<file path="src/rtl/io_port_bank_if.sv">
// IO port bank bus interface.
// Carries the Z80 IO cycle qualifiers, address/data, per-port decode
// configuration and read-mux sources toward the bank, and the register
// contents, access strobes, read data and lock state back out.
//   master : drives cycle, address, data and configuration; observes results
//   slave  : the port bank itself
interface io_port_bank_if #(
  parameter int NPORTS = 4,
  parameter int DW     = 8,
  parameter int AW     = 16
);
  logic [NPORTS-1:0]    en;
  logic                 ioreq;
  logic                 rd;
  logic                 wr;
  logic [AW-1:0]        a;
  logic [DW-1:0]        d;
  logic [NPORTS*AW-1:0] match;
  logic [NPORTS*AW-1:0] mask;
  logic [NPORTS-1:0]    readable;
  logic [NPORTS-1:0]    ext_sel;
  logic [NPORTS*DW-1:0] ext_data;
  logic                 unlock;
  logic [NPORTS*DW-1:0] regs;
  logic [NPORTS-1:0]    wr_stb;
  logic [NPORTS-1:0]    rd_stb;
  logic [DW-1:0]        d_out;
  logic                 d_out_active;
  logic                 locked;

  modport master (
    output en, ioreq, rd, wr, a, d, match, mask, readable, ext_sel, ext_data, unlock,
    input  regs, wr_stb, rd_stb, d_out, d_out_active, locked
  );

  modport slave (
    input  en, ioreq, rd, wr, a, d, match, mask, readable, ext_sel, ext_data, unlock,
    output regs, wr_stb, rd_stb, d_out, d_out_active, locked
  );
endinterface

</file>
<file path="src/rtl/io_port_bank.sv">
// IO port bank: NPORTS address-decoded registers on a Z80 IO bus.
// Ports:
//   clk28 - sole clock, all state on its rising edge
//   rst   - asynchronous active-high reset
//   bus   - io_port_bank_if slave: cycle qualifiers, address/data, per-port
//           match/mask/enable/readable/ext-read config, unlock override;
//           outputs regs, wr_stb/rd_stb, d_out/d_out_active, locked
// One access is taken per IO cycle (on the IDLE->ACTIVE transition); a write
// lands in every hit port that the lock does not freeze.
module io_port_bank #(
  parameter int                   NPORTS    = 4,
  parameter int                   DW        = 8,
  parameter int                   AW        = 16,
  parameter logic [NPORTS*DW-1:0] RESET_VAL = '0,
  parameter int                   LOCK_PORT = 0,
  parameter int                   LOCK_BIT  = 5,
  parameter logic [NPORTS-1:0]    LOCKABLE  = '1
) (
  input  logic           clk28,
  input  logic           rst,
  io_port_bank_if.slave  bus
);

  typedef enum logic [1:0] {
    ST_BLOCK,
    ST_IDLE,
    ST_ACTIVE
  } state_t;

  state_t state_q, state_d;

  logic [NPORTS*DW-1:0] regs_q, regs_d;
  logic [NPORTS-1:0]    wr_stb_q, wr_stb_d;
  logic [NPORTS-1:0]    rd_stb_q, rd_stb_d;
  logic [DW-1:0]        d_out_q, d_out_d;
  logic                 d_out_active_q, d_out_active_d;
  logic                 locked_q, locked_d;

  logic [NPORTS-1:0]    hit;
  logic [NPORTS-1:0]    rd_hit;
  logic                 start;
  logic                 do_write;
  logic                 do_read;
  logic                 found;

  // Address decode
  always_comb begin
    hit = '0;
    for (int unsigned i = 0; i < NPORTS; i++) begin
      hit[i] = bus.en[i] & bus.ioreq &
               (((bus.a ^ bus.match[i*AW +: AW]) & bus.mask[i*AW +: AW]) == '0);
    end
  end

  // FSM state register; BLOCK after reset swallows a cycle already in flight
  always_ff @(posedge clk28 or posedge rst) begin
    if (rst) state_q <= ST_BLOCK;
    else     state_q <= state_d;
  end

  // FSM next state
  always_comb begin
    state_d = state_q;
    case (state_q)
      ST_BLOCK:  if (!bus.ioreq) state_d = ST_IDLE;
      ST_IDLE:   if (bus.ioreq && (bus.rd || bus.wr)) state_d = ST_ACTIVE;
      ST_ACTIVE: if (!bus.ioreq) state_d = ST_IDLE;
      default:   state_d = ST_BLOCK;
    endcase
  end

  // FSM outputs: access qualifiers for the single edge that starts a cycle
  always_comb begin
    start    = (state_q == ST_IDLE) & bus.ioreq & (bus.rd | bus.wr);
    do_write = start & bus.wr & ~bus.rd;
    do_read  = start & bus.rd;
  end

  // Register file, strobes, lock and read mux
  always_comb begin
    regs_d   = regs_q;
    wr_stb_d = '0;
    locked_d = locked_q;
    for (int unsigned i = 0; i < NPORTS; i++) begin
      if (do_write && hit[i] && (!(locked_q && LOCKABLE[i]) || bus.unlock)) begin
        regs_d[i*DW +: DW] = bus.d;
        wr_stb_d[i]        = 1'b1;
      end
    end
    // The lock only changes on a write that was itself permitted
    if (wr_stb_d[LOCK_PORT]) locked_d = bus.d[LOCK_BIT];

    rd_stb_d       = do_read ? hit : '0;
    rd_hit         = hit & bus.readable;
    d_out_active_d = bus.rd & (|rd_hit);

    // Lowest-index readable hit wins; otherwise hold the last value
    d_out_d = d_out_q;
    found   = 1'b0;
    for (int unsigned i = 0; i < NPORTS; i++) begin
      if (rd_hit[i] && !found) begin
        found   = 1'b1;
        d_out_d = bus.ext_sel[i] ? bus.ext_data[i*DW +: DW] : regs_q[i*DW +: DW];
      end
    end
  end

  always_ff @(posedge clk28 or posedge rst) begin
    if (rst) begin
      regs_q         <= RESET_VAL;
      wr_stb_q       <= '0;
      rd_stb_q       <= '0;
      d_out_q        <= '0;
      d_out_active_q <= 1'b0;
      locked_q       <= 1'b0;
    end else begin
      regs_q         <= regs_d;
      wr_stb_q       <= wr_stb_d;
      rd_stb_q       <= rd_stb_d;
      d_out_q        <= d_out_d;
      d_out_active_q <= d_out_active_d;
      locked_q       <= locked_d;
    end
  end

  assign bus.regs         = regs_q;
  assign bus.wr_stb       = wr_stb_q;
  assign bus.rd_stb       = rd_stb_q;
  assign bus.d_out        = d_out_q;
  assign bus.d_out_active = d_out_active_q;
  assign bus.locked       = locked_q;

endmodule

</file>
<file path="src/flat_wrapper.sv">
// flat-port wrapper written by rule: the top's interface ports become plain ports
module io_port_bank_flat 
#(
  parameter int                   NPORTS    = 4,
  parameter int                   DW        = 8,
  parameter int                   AW        = 16,
  parameter logic [NPORTS*DW-1:0] RESET_VAL = '0,
  parameter int                   LOCK_PORT = 0,
  parameter int                   LOCK_BIT  = 5,
  parameter logic [NPORTS-1:0]    LOCKABLE  = '1
)
  (clk28, rst, bus_en, bus_ioreq, bus_rd, bus_wr, bus_a, bus_d, bus_match, bus_mask, bus_readable, bus_ext_sel, bus_ext_data, bus_unlock, bus_regs, bus_wr_stb, bus_rd_stb, bus_d_out, bus_d_out_active, bus_locked);
  io_port_bank_if #(.NPORTS(NPORTS), .DW(DW), .AW(AW)) bus_i ();
  input  logic clk28;
  input  logic rst;
  input wire logic [$bits(bus_i.en)-1:0] bus_en;
  input wire logic [$bits(bus_i.ioreq)-1:0] bus_ioreq;
  input wire logic [$bits(bus_i.rd)-1:0] bus_rd;
  input wire logic [$bits(bus_i.wr)-1:0] bus_wr;
  input wire logic [$bits(bus_i.a)-1:0] bus_a;
  input wire logic [$bits(bus_i.d)-1:0] bus_d;
  input wire logic [$bits(bus_i.match)-1:0] bus_match;
  input wire logic [$bits(bus_i.mask)-1:0] bus_mask;
  input wire logic [$bits(bus_i.readable)-1:0] bus_readable;
  input wire logic [$bits(bus_i.ext_sel)-1:0] bus_ext_sel;
  input wire logic [$bits(bus_i.ext_data)-1:0] bus_ext_data;
  input wire logic [$bits(bus_i.unlock)-1:0] bus_unlock;
  output wire logic [$bits(bus_i.regs)-1:0] bus_regs;
  output wire logic [$bits(bus_i.wr_stb)-1:0] bus_wr_stb;
  output wire logic [$bits(bus_i.rd_stb)-1:0] bus_rd_stb;
  output wire logic [$bits(bus_i.d_out)-1:0] bus_d_out;
  output wire logic [$bits(bus_i.d_out_active)-1:0] bus_d_out_active;
  output wire logic [$bits(bus_i.locked)-1:0] bus_locked;
  assign bus_i.en = bus_en;
  assign bus_i.ioreq = bus_ioreq;
  assign bus_i.rd = bus_rd;
  assign bus_i.wr = bus_wr;
  assign bus_i.a = bus_a;
  assign bus_i.d = bus_d;
  assign bus_i.match = bus_match;
  assign bus_i.mask = bus_mask;
  assign bus_i.readable = bus_readable;
  assign bus_i.ext_sel = bus_ext_sel;
  assign bus_i.ext_data = bus_ext_data;
  assign bus_i.unlock = bus_unlock;
  assign bus_regs = bus_i.regs;
  assign bus_wr_stb = bus_i.wr_stb;
  assign bus_rd_stb = bus_i.rd_stb;
  assign bus_d_out = bus_i.d_out;
  assign bus_d_out_active = bus_i.d_out_active;
  assign bus_locked = bus_i.locked;
  io_port_bank #(.NPORTS(NPORTS), .DW(DW), .AW(AW), .RESET_VAL(RESET_VAL), .LOCK_PORT(LOCK_PORT), .LOCK_BIT(LOCK_BIT), .LOCKABLE(LOCKABLE)) u_core (.clk28(clk28), .rst(rst), .bus(bus_i));
endmodule
</file>
<file path="config.mk">
export PLATFORM = sky130hd
export DESIGN_NAME = io_port_bank_flat
export DESIGN_NICKNAME = d
export VERILOG_FILES = /design/src/rtl/io_port_bank_if.sv /design/src/rtl/io_port_bank.sv /design/src/flat_wrapper.sv
export SDC_FILE = /design/constraint.sdc
export NUM_CORES = 1
export LEC_CHECK = 0
export BUFFER_PORTS_ARGS = -buffer_cell sky130_fd_sc_hd__buf_4
export CAP_MARGIN = 20
export CORE_AREA = 2 2 99 101
export CTS_CLUSTER_SIZE = 30
export DETAILED_ROUTE_END_ITERATION = 12
export DIE_AREA = 0 0 101 103
export PLACE_DENSITY = 0.78
export SYNTH_ARGS = -nofsm -noshare
export SYNTH_HDL_FRONTEND = slang
export SYNTH_SLANG_ARGS = --single-unit
</file>
<file path="constraint.sdc">
create_clock -name clk28 -period 3.85 [get_ports clk28]
set_clock_uncertainty 0.05 [all_clocks]
set_input_delay 0.5775 -clock clk28 [delete_from_list [all_inputs] [get_ports clk28]]
set_output_delay 0.5775 -clock clk28 [all_outputs]
set_load 0.01 [all_outputs]
</file>
==> results.yml, run 1 <==
critical_path:
  cp_common_cell: "nand3_1"
  crit_path_top_delay_cell: "nand3_1"
  critical_path.startpoint: "bus_a[5]"
  timing.rr.start: "u_core.state_q[0]"
  r2r_slack_ns: 1.46
  arrival_ns: 2.87
  critical_path.max_fanout: 17
  end_kind: "register"
  path_cells: "buf_4, xor2_1, a222oi_1, and4_1, nand3_1, nand3_1, o2111ai_1, nand3_1"
  crit_type: "primary input to register"
  slowest_delay_ns: 0.49
  start_kind: "primary input"
  worstPathRequired_ns: 4.05
clocking:
  clkSinkCount: 51
  hold_buffers: 0
  cts_root_buf: "clkbuf_8"
  post_cts_resize_count: 0
  cts_buffer_depth: 2
  clk_pin_slew_ns: 0.09
  clk_latency_ns: 0.31
  cts-buffers-inserted: 5
  cts_tree: "done"
  htreeDepth: 2
  cts_setup_buffers: 0
floorplanning:
  fp.dieH_um: 103
  coreArea_mm2: 0.00946
  die_area_mm2: 0.0104
  pin_count: 252
  start_util_pct: 38.2
  fp.dieW_um: 101
  rows: 36
finish:
  num_antenna_cells: 0
  fillers: 835
  stdcell_count: 710
  syn_to_final_growth_pct: 57.1
  final_area_mm2: 0.00567
  nets: 797
  drive_gt1_share_pct: 48.0
routing:
  wl_met2_mm: 7.90
  num_vias: 3922
  met3WireLength_um: 888
  drt_iter0_drc: 209
  drtPass1Iterations: 4
  wirelength_mm: 15.0
  vias_per_cell: 5.52
  post-route-drc-count: 0
  maxUsedRoutingLayer: "met4"
  wl_per_cell_um: 21.1
  wl_met1_mm: 5.82
  antenna_left: 0
global_routing:
  antenna_found_initial: 0
  grt_pass1_wl_mm: 22.1
  grt_pass1_vias: 4082
  grt_overflow_total: 0
  grt_max_degree: 52
  grt.total_usage_pct: 28.5
power:
  intPower_mw: 0.902
  combPwrFrac_pct: 31.3
  power.density_mw_per_mm2: 225
  p_sw_mw: 0.374
  clock_power_share_pct: 24.8
  ir_drop_mv: 0.128
  p_sw_share_pct: 29.3
  p_leak_nw: 2.99
  p_seq_share_pct: 43.9
  power.total_mw: 1.28
timing:
  tns_ns: 0
  max_freq_ghz: 0.375
  final_hold_viol_count: 0
  setup-violations-final: 0
  post-route-period-util_pct: 69.2
  fin_crit_ns: 2.67
  rsz0062_at_grt: "false"
  tightest_slew_ns: 0.830
  holdWs_ns: 0.0909
  slew_headroom_pct: 44.3
  slew_viol_final: 0
logic_synthesis:
  synthTopCellsByArea: "dfrtp_1 35%, xor2_1 16%, mux2_1 7.2%, mux2i_1 6.7%, a22oi_1 5.8%"
  yosysMostFrequentCell: "xor2_1"
  synth_edf_count: 0
  synth.avg_cell_area_um2: 10.3
  synth-seq-cells: 51
  synth_nets: 551
  netlist_area_mm2: 0.00361
  synth_commonest_cells: "64 x xor2_1, 51 x dfrtp_1, 28 x a22oi_1"
  yosysTopAreaCellShare_pct: 35.3
  seq_area_frac_synth_pct: 35.3
  synthArstFlopShare_pct: 100
  syn_inst: 349
  yosys_warnings: 0
  synth_top_cell_by_area: "dfrtp_1"
  synth.distinct_cells: 37
  synth_ff_type: "dfrtp_1"
min_path:
  hold_path.class: "primary input to async pin"
place:
  placed_area_mm2: 0.00556
  place_congestion: 0.946
  port_buffers: 251
  dp_cells: 701
  hpwl_mm: 12.6
run_status:
  status: "finished clean"
flow_run:
  drv_cap: 0
placed cells by master, fill, tap and decap left out, drive strengths merged, types with 5 or more instances in the layout:
| cell type | n |
|---|---|
| a22oi | 28 |
| and4 | 7 |
| buf | 253 |
| clkbuf | 5 |
| dfrtp | 51 |
| inv | 5 |
| mux2 | 40 |
| mux2i | 24 |
| nand2 | 24 |
| nand3 | 14 |
| nand4 | 9 |
| nor2 | 6 |
| nor4 | 12 |
| o2111ai | 15 |
| o21ai | 14 |
| xor2 | 64 |
power by group through the flow:
| stage | Clock [mW] | Combinational [mW] | Sequential, mW |
|---|---|---|---|
| final | 0.316 | 0.399 | 0.561 |
| after global routing | 0.340 | 0.433 | 0.562 |
| after CTS | 0.318 | 0.398 | 0.560 |
| after detailed placement | 0 | 0.396 | 0.571 |
| after global placement | 0 | 0.390 | 0.570 |
| after floorplan | 0 | 0.142 | 0.573 |
sequential cells by signal, summed over array words and instances, names as in the netlist:
register                 count
u_core.bus.d_out             8
u_core.bus.d_out_active      1
u_core.bus.rd_stb            4
u_core.bus.regs             32
u_core.bus.wr_stb            4
u_core.state_q               2
logic make-up after synthesis:
| group | share of synthesized area (%) |
|---|---|
| DFF | 35.3 |
| xor gates and xnor gates | 15.5 |
| buffers and inverters | 2.67 |
| AOI/OAI and AO/OA | 13.5 |
| muxes | 19.1 |
| and+or+nand+nor | 13.9 |
stage by stage:
stage / util (%) / setup WS, ns
final: 60.0 / 1.18
after global routing: 60.0 / 0.988
after CTS: 59.7 / 1.27
after detailed placement: 58.8 / 0.927
after global placement: 58.8 / 1.02
after floorplan: - / 1.53
worst max-delay path: cells and delay by family:
family	cells	cell delay [ns]
buf+inv	1	0.15
compound gates	2	0.53
xor+xnor	1	0.16
simple gates	4	1.44
cell type report:
cell class / count / area [µm²] / area share (%)
clock inverter: 3 / 18.8 / 0.331
clock buffer: 5 / 68.8 / 1.21
inverter: 4 / 15.0 / 0.265
multi-input combinational: 280 / 2240 / 39.5
timing repair buffer: 253 / 1910 / 33.7
sequential: 51 / 1280 / 22.5
tap: 114 / 143 / 2.51
per-layer routing:
metal	vias up	GRT usage, %
met4	0	8.73
met5	-	0
met2	200	51.8
met1	1882	34.6
met3	29	4.68
li1	1811	-
path summary, 6_finish.rpt:
path	to	cells after the start
worst max-delay path	u_core.bus.d_out[5]	8
worst min-delay path	u_core.state_q[0]	2
min in group clk28	u_core.bus.regs[26]	2
worst max register to register	u_core.bus.regs[21]	4
worst min register to register	u_core.bus.d_out[6]	2
max in group asynchronous	u_core.bus.regs[27]	3
Power figures use the tool's default switching activity.
==> run 2: changes to the inputs <==
Clock period 3.85 ns to 2.68 ns, I/O delays scaled along.
==> run 2 against run 1 <==
Via count grew 1.2%; sequential share of layout area shrank 0.41 points; final cell count grew 1.7%; routed wire length grew 1.4%; critical path depth grew 1; final area grew 1.9%; core utilization grew 1.1 points; first-iteration DRC count grew 26%; global-route usage shrank 0.12 points; total power grew 51%; non-clock buffer count grew 12; die area is the same; critical path type unchanged; largest power group unchanged.
==> results.yml, run 2 (synthesis results as in run 1) <==
global_routing:
  grt_overflow_total: 0
  antenna_found_initial: 0
  grt_max_degree: 37
  grt_pass1_wl_mm: 22.3
  grt_pass1_vias: 4096
  grt.total_usage_pct: 28.4
finish:
  layout_common_cells: "265 x buf_4, 64 x xor2_1, 51 x dfrtp_1"
  final_common_cell: "buf_4"
  drive_gt1_share_pct: 49.0
  nets: 809
  largest_reg_flops: 32
  syn_to_final_growth_pct: 60.0
  utilization_pct: 61.1
  num_antenna_cells: 0
routing:
  wl_per_cell_um: 21.0
  vias_per_cell: 5.50
  post-route-drc-count: 0
  num_vias: 3969
  antenna_left: 0
  drt_iter0_drc: 263
  drtPass1Iterations: 5
  wirelength_mm: 15.2
timing:
  tightest_slew_ns: 0.615
  setup-violations-final: 0
  post-route-period-util_pct: 90.1
  rsz0062_at_grt: "false"
  final_hold_viol_count: 0
  max_freq_ghz: 0.414
  fin_ws_ns: 0.265
  slew_headroom_pct: 58.6
  tns_ns: 0
  holdWs_ns: 0.00929
  slew_viol_final: 0
  fin_crit_ns: 2.41
floorplanning:
  die_area_mm2: 0.0104
  fp.dieW_um: 101
  fp.dieH_um: 103
  rows: 36
  coreArea_mm2: 0.00946
  pin_count: 252
  start_util_pct: 38.2
power:
  ir_drop_mv: 0.234
  power.density_mw_per_mm2: 334
  p_leak_nw: 3.05
  power.total_mw: 1.93
critical_path:
  crit_type: "primary input to register"
  start_kind: "primary input"
  critical_path.max_fanout: 15
  worstPathRequired_ns: 2.81
  r2r_cells: 4
  end_kind: "register"
  arrival_ns: 2.55
place:
  hpwl_mm: 13.1
  place_congestion: 0.977
  port_buffers: 251
  pre_cts_ws_ns: 0.0948
min_path:
  hold_path.class: "primary input to async pin"
flow_run:
  drv_cap: 0
clocking:
  htreeDepth: 2
  hold_buffers: 0
  cts_root_buf: "clkbuf_8"
  clk_pin_slew_ns: 0.10
  cts_setup_buffers: 0
  cts_tree: "done"
  clk_latency_ns: 0.31
  clkSinkCount: 51
  cts_buffer_depth: 2
  cts-buffers-inserted: 5
  post_cts_resize_count: 0
run_status:
  status: "finished clean"
## run 2: per-layer routing
metal	part of all wire (%)	wire length, µm	vias to the layer above	track usage [%]
li1	-	-	1839	-
met3	6.0	907	18	4.61
met5	0	0	-	0
met4	1.7	252	0	5.93
met2	54	8180	199	54.9
met1	38	5850	1913	33.0
## run 2: critical path, stage by stage
cell and delay [ns]:
buf_4 0.14, xor2_1 0.17, a222oi_1 0.60, and4_1 0.31, and3_1 0.16, buf_4 0.20
nor4_2 0.12, o21ai_0 0.32, nand3_1 0.12
## run 2: report_power, final
group | switching [mW] | internal [mW] | total, mW
Clock | 0.267 | 0.282 | 0.548
Combinational | 0.254 | 0.321 | 0.575
Sequential | 0.0156 | 0.789 | 0.805
Total | 0.537 | 1.39 | 1.93
## run 2: worst paths after layout
path                                startpoint                      end  slack, ns
hold reg to reg            u_core.bus.d_out[4]      u_core.bus.d_out[4]       0.44
min in group clk28                    bus_d[2]      u_core.bus.regs[26]       0.28
max in group asynchronous                  rst      u_core.bus.regs[19]       1.78
hold / removal                             rst  u_core.bus.d_out_active      0.009
setup reg to reg             u_core.state_q[0]      u_core.bus.regs[27]       0.71
setup / recovery                     bus_a[12]      u_core.bus.d_out[5]       0.27
## run 2: through the flow
| stage | std cells | instance area, µm² |
|---|---|---|
| after detailed placement | 714 | 5660 |
| after global placement | 714 | 5660 |
| after CTS | 722 | 5780 |
| after floorplan | 349 | 3610 |
| after global routing | 722 | 5780 |
| final | 722 | 5780 |
## run 2: layout make-up
type | instances | area (µm²)
Fill cell | 807 | 3680
Sequential cell | 51 | 1280
Multi-Input combinational cell | 280 | 2240
Tap cell | 114 | 143
Timing Repair Buffer | 265 | 1990
Clock buffer | 5 | 68.8
Inverter | 4 | 15.0
Clock inverter | 3 | 46.3
==> run 3: changes to the inputs <==
Settings changed: CORE_AREA 2 2 99 101 to unset, CORE_ASPECT_RATIO set to 0.5, CORE_UTILIZATION set to 42, DIE_AREA 0 0 101 103 to unset, PLACE_DENSITY 0.78 to 0.84.
Clock period 2.68 ns to 2.63 ns, I/O delays scaled along.
==> run 3 against run 2 <==
Core utilization is 10 points higher; final area up 1.2%; total power up 13%; critical path depth did not move; die area down 14%; combinational power rose by 3.8%; sequential power is 2% higher; critical path type unchanged; routed wire length increased by 2.8%; register-to-register slack got worse by 0.05 ns; count of clock-buffer cells in the layout unchanged; critical endpoint is now u_core.bus.d_out[4]; non-clock buffer count rose by 2; largest power group unchanged.
==> results.yml, run 3 (synthesis results as in run 1) <==
run_status:
  status: "finished clean"
critical_path:
  timing.rr.start: "u_core.state_q[1]"
  critical_path.max_fanout: 10
  worstPathRequired_ns: 2.81
  crit_type: "primary input to register"
  end_kind: "register"
  r2r_cells: 4
  start_kind: "primary input"
  arrival_ns: 2.49
  r2r_slack_ns: 0.66
  timing.rr.end: "u_core.bus.regs[27]"
routing:
  drtPass1Iterations: 5
  vias_per_cell: 5.65
  num_vias: 4079
  wirelength_mm: 15.6
  drt_iter0_drc: 344
  post-route-drc-count: 0
  antenna_left: 0
  wl_per_cell_um: 21.6
place:
  hpwl_mm: 13.0
  place_congestion: 1.01
  port_buffers: 251
finish:
  num_antenna_cells: 0
  drive_gt1_share_pct: 49.2
  syn_to_final_growth_pct: 61.9
  nets: 811
  fillers: 629
  final_common_cell: "buf_4"
  utilization_pct: 71.5
  layout_common_cells: "267 x buf_4, 64 x xor2_1, 51 x dfrtp_1"
  largest_reg_flops: 32
timing:
  tightest_slew_ns: 0.665
  fin_crit_ns: 2.31
  slew_headroom_pct: 55.3
  final_hold_viol_count: 0
  tns_ns: 0
  max_freq_ghz: 0.433
  post-route-period-util_pct: 87.7
  slew_viol_final: 0
  setup-violations-final: 0
  rsz0062_at_grt: "false"
clocking:
  cts_setup_buffers: 0
  cts_buffer_depth: 2
  cts-buffers-inserted: 5
  clkSinkCount: 51
  htreeDepth: 2
  hold_buffers: 0
  post_cts_resize_count: 0
  cts_root_buf: "clkbuf_16"
  clk_pin_slew_ns: 0.07
  cts_tree: "done"
  clk_latency_ns: 0.30
global_routing:
  antenna_found_initial: 0
  grt_max_degree: 30
  grt_pass1_vias: 4083
  grt_pass1_wl_mm: 23.0
  grt_overflow_total: 0
  grt.total_usage_pct: 34.7
floorplanning:
  coreArea_mm2: 0.00817
  die_area_mm2: 0.00899
  pin_count: 252
  fp.dieW_um: 133
  rows: 23
  fp.dieH_um: 67.6
  start_util_pct: 44.2
power:
  ir_drop_mv: 0.418
  p_leak_nw: 3.09
  power.density_mw_per_mm2: 371
flow_run:
  drv_cap: 0
min_path:
  hold_path.class: "primary input to async pin"
==> run 3: worst max-delay path, cell delays in order <==
cell and delay (ns):
buf_4 0.14, xor2_1 0.16, a222oi_1 0.38, and3_1 0.25, nand4_1 0.10, buf_4 0.20, nor4_2 0.51, o21ai_0 0.22
nand3_1 0.13
==> run 3: worst max path at each step <==
stage             startpoint  slack (ns)             endpoint  cells after the start
6_report           bus_a[10]        0.32  u_core.bus.d_out[4]                      9
5_1_grt             bus_a[5]        0.18  u_core.bus.d_out[0]                      8
4_1_cts            bus_a[10]        0.32  u_core.bus.regs[25]                      7
3_5_place_dp       bus_a[10]        0.01  u_core.bus.regs[25]                      7
3_3_place_gp       bus_a[10]        0.07  u_core.bus.regs[31]                      7
2_1_floorplan  bus_match[36]        0.50  u_core.bus.d_out[1]                      9
==> run 3: routing by layer <==
layer / share of wire (%) / global-route usage, % / up-vias / wire, µm
met5: 0 / 0 / - / 0
met4: 2.0 / 10.8 / 0 / 317
met3: 8.3 / 6.91 / 26 / 1300
met2: 48 / 58.8 / 217 / 7430
met1: 42 / 45.3 / 1997 / 6570
li1: - / - / 1839 / -
==> run 3: per-stage QoR <==
stage	setup slack [ns]	hold WS [ns]	power, mW	instances	area (µm²)
floorplan	0.496	0.435	1.05	349	3610
global placement	0.0679	0.436	1.42	714	5670
detailed placement	0.0137	0.428	1.42	714	5670
CTS	0.325	0.132	2.16	722	5850
global route	0.178	0.166	2.25	722	5850
finish	0.323	0.117	2.17	722	5850
==> run 3: report_power, final <==
part           switching (mW)  internal (mW)
registers              0.0185          0.804
clock network           0.298          0.452
logic                   0.269          0.328
total                   0.585           1.59
==> run 3: layout make-up <==
type / instances / area, µm² / share of cell area, %
clock buffers: 5 / 125 / 2.14
clock inverters: 3 / 46.3 / 0.792
inverters: 4 / 15.0 / 0.257
multi-input cells: 280 / 2240 / 38.3
flip-flops and latches: 51 / 1280 / 21.8
well taps: 112 / 140 / 2.40
repair buffers: 267 / 2000 / 34.3
